**config.mk**
```make
export PLATFORM = sky130hd
export DESIGN_NAME = mux2_rr_arbiter
export DESIGN_NICKNAME = d
export VERILOG_FILES = /design/src/rtl/mux2_rr_arbiter.sv
export SDC_FILE = /design/constraint.sdc
export NUM_CORES = 1
export LEC_CHECK = 0
export ABC_AREA = 1
export CORE_AREA = 2 2 39 41
export CTS_BUF_LIST = sky130_fd_sc_hd__clkbuf_2 sky130_fd_sc_hd__clkbuf_4 sky130_fd_sc_hd__clkbuf_8
export DETAILED_ROUTE_END_ITERATION = 7
export DIE_AREA = 0 0 41 43
export PLACE_DENSITY = 0.72
export REMOVE_ABC_BUFFERS = 1
export SLEW_MARGIN = 15
export SYNTH_ARGS = -nofsm -noshare
export SYNTH_HDL_FRONTEND = slang
export SYNTH_SLANG_ARGS = --single-unit
```
**constraint.sdc**
```tcl
create_clock -name i_clk -period 2 [get_ports i_clk]
set_clock_uncertainty 0.05 [all_clocks]
set_input_delay 0.3 -clock i_clk [delete_from_list [all_inputs] [get_ports i_clk]]
set_output_delay 0.3 -clock i_clk [all_outputs]
set_load 0.02 [all_outputs]
```
**src/rtl/mux2_rr_arbiter.sv**
```systemverilog
// Round-robin, burst-limited arbiter feeding a 2:1 mux: two valid/ready producers,
// one registered output beat carrying the mux select and packed data lanes.
module mux2_rr_arbiter #(
  parameter int DATA_WIDTH = 1,
  parameter int MAX_BURST  = 4
) (
  input  logic                    i_clk,
  input  logic                    i_rst_n,
  input  logic [1:0]              i_valid,
  output logic [1:0]              o_ready,
  input  logic [DATA_WIDTH-1:0]   i_data0,
  input  logic [DATA_WIDTH-1:0]   i_data1,
  output logic                    o_valid,
  input  logic                    i_ready,
  output logic                    o_sel,
  output logic [2*DATA_WIDTH-1:0] o_mux_data
);

  typedef enum logic [1:0] {
    IDLE = 2'd0,
    OWN0 = 2'd1,
    OWN1 = 2'd2
  } arbState_e;

  localparam logic [3:0] BurstLimit = 4'(MAX_BURST);
  localparam logic [3:0] BurstSat   = 4'd15;

  arbState_e               state_q, state_d;
  logic                    lastGrant_q, lastGrant_d;
  logic [3:0]              burstCnt_q, burstCnt_d;
  logic                    valid_q, valid_d;
  logic                    sel_q, sel_d;
  logic [2*DATA_WIDTH-1:0] muxData_q, muxData_d;

  logic loadEn;
  logic grantVld;
  logic grantCh;
  logic sameOwner;

  assign loadEn = !valid_q || i_ready;

  // A grant only exists for a requesting channel, so grantVld is itself the transfer.
  always_comb begin
    grantVld = 1'b0;
    grantCh  = 1'b0;
    if (loadEn) begin
      case (i_valid)
        2'b01: begin
          grantVld = 1'b1;
          grantCh  = 1'b0;
        end
        2'b10: begin
          grantVld = 1'b1;
          grantCh  = 1'b1;
        end
        2'b11: begin
          grantVld = 1'b1;
          case (state_q)
            OWN0:    grantCh = (burstCnt_q < BurstLimit) ? 1'b0 : 1'b1;
            OWN1:    grantCh = (burstCnt_q < BurstLimit) ? 1'b1 : 1'b0;
            default: grantCh = ~lastGrant_q;
          endcase
        end
        default: ;
      endcase
    end
  end

  assign o_ready = (i_rst_n && grantVld) ? (grantCh ? 2'b10 : 2'b01) : 2'b00;

  assign sameOwner = grantCh ? (state_q == OWN1) : (state_q == OWN0);

  always_comb begin
    state_d     = state_q;
    lastGrant_d = lastGrant_q;
    burstCnt_d  = burstCnt_q;
    valid_d     = valid_q;
    sel_d       = sel_q;
    muxData_d   = muxData_q;
    if (grantVld) begin
      valid_d     = 1'b1;
      sel_d       = grantCh;
      muxData_d   = grantCh ? {i_data1, {DATA_WIDTH{1'b0}}}
                            : {{DATA_WIDTH{1'b0}}, i_data0};
      lastGrant_d = grantCh;
      state_d     = grantCh ? OWN1 : OWN0;
      if (sameOwner) begin
        burstCnt_d = (burstCnt_q == BurstSat) ? BurstSat : burstCnt_q + 4'd1;
      end else begin
        burstCnt_d = 4'd1;
      end
    end else if (loadEn) begin
      // Nothing to load: drop to IDLE but keep sel/data so the mux input stays quiet.
      valid_d    = 1'b0;
      state_d    = IDLE;
      burstCnt_d = 4'd0;
    end
  end

  always_ff @(posedge i_clk or negedge i_rst_n) begin
    if (!i_rst_n) begin
      state_q     <= IDLE;
      lastGrant_q <= 1'b1;
      burstCnt_q  <= 4'd0;
      valid_q     <= 1'b0;
      sel_q       <= 1'b0;
      muxData_q   <= '0;
    end else begin
      state_q     <= state_d;
      lastGrant_q <= lastGrant_d;
      burstCnt_q  <= burstCnt_d;
      valid_q     <= valid_d;
      sel_q       <= sel_d;
      muxData_q   <= muxData_d;
    end
  end

  assign o_valid    = valid_q;
  assign o_sel      = sel_q;
  assign o_mux_data = muxData_q;

endmodule

```
==> flow_summary.yaml <==
run_status:
  outcome: "finished, final reports clean"
clocking:
  tritoncts: "done"
  root_buffer: "clkbuf_4"
  htreeDepth: 1
  clk_pin_slew_ns: 0.07
  numCtsBuffers: 3
  clock_path_buffers: 2
  cts_num_sinks: 11
  clock_latency_ns: 0.27
grt:
  grt_pass1_wl_um: 2304
  antenna_found_initial: 0
  grt_max_degree: 12
  grt_pass1_vias: 539
  track_usage: 0.2016
  grt_overflow: 0
final_layout:
  n_fill_cell: 126
  syn_to_final_growth_pct: 43.24
  multi_input_area_um2: 281.5
  fin_area_um2: 862.1
  seqCellArea_um2: 276.5
  drive_above_1_share: 0.2500
  n_antenna_cell: 0
  nets: 115
timing:
  finalHoldViolCount: 0
  finalSetupViolCount: 0
  setup_ws_ns: 0.05984
  drv_slew: 0
  fin_crit_sh: 0.9701
  period_needed_ns: 1.940
  slew_headroom: 0.8520
  worstMarginPinSlew_ns: 0.2213
  max_clock_freq_mhz: 515.4
critical_path:
  r2r-start: "state_q[0]"
  worstPathCellList: "buf_4 -> ha_1 -> inv_1 -> o21ai_0 -> nand3_1 -> nand2_2 -> a21oi_1 -> buf_4"
  startpoint: "state_q[0]"
  slowest_delay_ns: 0.38
  end_kind: "output port"
  slowest_stage: "dfrtp_1"
  crit_top_cell: "buf_4"
  required_ns: 1.65
  crit_type: "register to output port"
  worst_setup_path_start_kind: "register"
  crit_fanout: 3
  cp.arrival_ns: 1.59
detailed_routing:
  routedWlPerCell_um: 11.53
  dr.pass1.iters: 4
  final_antenna_net_count: 0
  routed_wl_um: 1384
  route.detailed.drc: 0
  vias_per_cell: 5.042
  drt_iter0_markers: 17
  vias: 605
die:
  fp-row-count: 14
  die_y_um: 43
  dieArea_um2: 1763
  die_width_um: 41
  pin_count: 13
  core_um2: 1384
  initial_core_util: 0.4349
worst_hold_path:
  min_path_type: "primary input to async pin"
yosys:
  synthCells: 76
  synth_cell_types: 16
  async_flop_share: 1.000
  synthesis.area_um2: 601.8
  synthTopCellsByCount: "nand2_1, inv_1, dfrtp_1"
  synth-main-ff-cell: "dfrtp_1"
  synth_top_cell_area_share: 0.4158
  synthTopCellsByArea: "dfrtp_1, nand2_1, inv_1"
  yosys.area.top_type: "dfrtp_1"
  syn_avg_cell_area_um2: 7.919
  yosysMostFrequentCell: "nand2_1"
  synth_edf_count: 0
  yosysWarnings: 0
  yosysSeqAreaShare: 0.4595
  ys_ff_latch: 11
run:
  drv_cap: 0
power:
  finalPower_uw: 632.9
  powerDensity_nw_per_um2: 734.1
  p_leak_uw: 0.0004565
  irDropWorstVdd_mv: 0.5333
placement:
  dp_slack_ns: -0.2138
  place_area_um2: 824.5
  place_congestion: 0.7860
  portBuffers: 12
  dp.final_hpwl_um: 1052
[cell type report]
| class | instances | area share |
|---|---|---|
| Multi-Input combinational cell | 52 | 0.3266 |
| Sequential cell | 11 | 0.3208 |
| Timing Repair Buffer | 24 | 0.2380 |
| Inverter | 13 | 0.05660 |
| Clock buffer | 4 | 0.03483 |
| Tap cell | 16 | 0.02322 |
[what timing repair did]
item | CTS | global route
hold buffers | 0 | 0
pin swaps | 0 | 1
buffers inserted | 0 | 1
gates resized for setup | 8 | 5
endpoints found under the setup margin | 2 | 2
[path summary, 6_finish.rpt]
check	slack, ns	cells after the start	endpoint
setup / recovery	0.06	8	o_ready[0]
hold / removal	0.34	2	burstCnt_q[3]
setup reg to reg	0.36	11	burstCnt_q[0]
hold reg to reg	0.45	2	lastGrant_q
max in group asynchronous	1.33	2	lastGrant_q
min in group i_clk	0.45	2	lastGrant_q
[placed cells by master, fill, tap and decap left out, types with 2 or more instances in the layout]
cell type and count:
dfrtp_1 10, nand3_1 4, clkdlybuf4s50_1 10, nor2_2 3
o21ai_0 8, buf_4 14, inv_1 13, ha_1 3
nand4_1 4, nand2_1 19, clkbuf_4 4, a21oi_1 3
nor2_1 2, nand2_2 2
[registers in the layout, indices dropped and copies added, names as in the netlist]
register	cells
state_q	2
o_sel	1
o_valid	1
burstCnt_q	4
lastGrant_q	1
o_mux_data	2
[cells by family after synthesis]
logic type	count (synthesis)	synth area share
simple gates	37	0.2931
buf+inv	13	0.08109
compound gates	12	0.1040
flops	11	0.4595
fa+ha+maj	3	0.06238
[per-stage QoR]
stage           TNS, ns  utilization  std cells  hold WS, ns
6_report              0       0.6230        120       0.3379
5_1_grt        -0.03577       0.6230        120       0.3507
4_1_cts               0       0.6103        119       0.3408
3_5_place_dp    -0.3818       0.5958        115       0.4367
3_3_place_gp    -0.3689       0.5958        115       0.4350
2_1_floorplan         0            -         76     -0.04559
[power breakdown]
part / internal (uW) / switching (uW)
logic: 96.3 / 104
clock network: 90.8 / 71.7
registers: 253 / 16.3
total: 440 / 192
[routing by layer]
layer / global-route usage / vias to the layer above / wire length (um)
li1: - / 300 / -
met1: 0.2559 / 280 / 586
met2: 0.2969 / 21 / 696
met3: 0.03141 / 4 / 57
met4: 0.1400 / 0 / 43
met5: 0 / - / 0
[worst max-delay path: cells and delay by family (launching register included)]
family                   cells  cell delay, ns
AO/OA/AOI/OAI                2            0.23
adder cells (fa/ha/maj)      1            0.18
buffers and inverters        3            0.36
flip-flops                   1            0.38
AND/OR/NAND/NOR              2            0.16
Note: power is estimated with default switching activity, not from simulation.
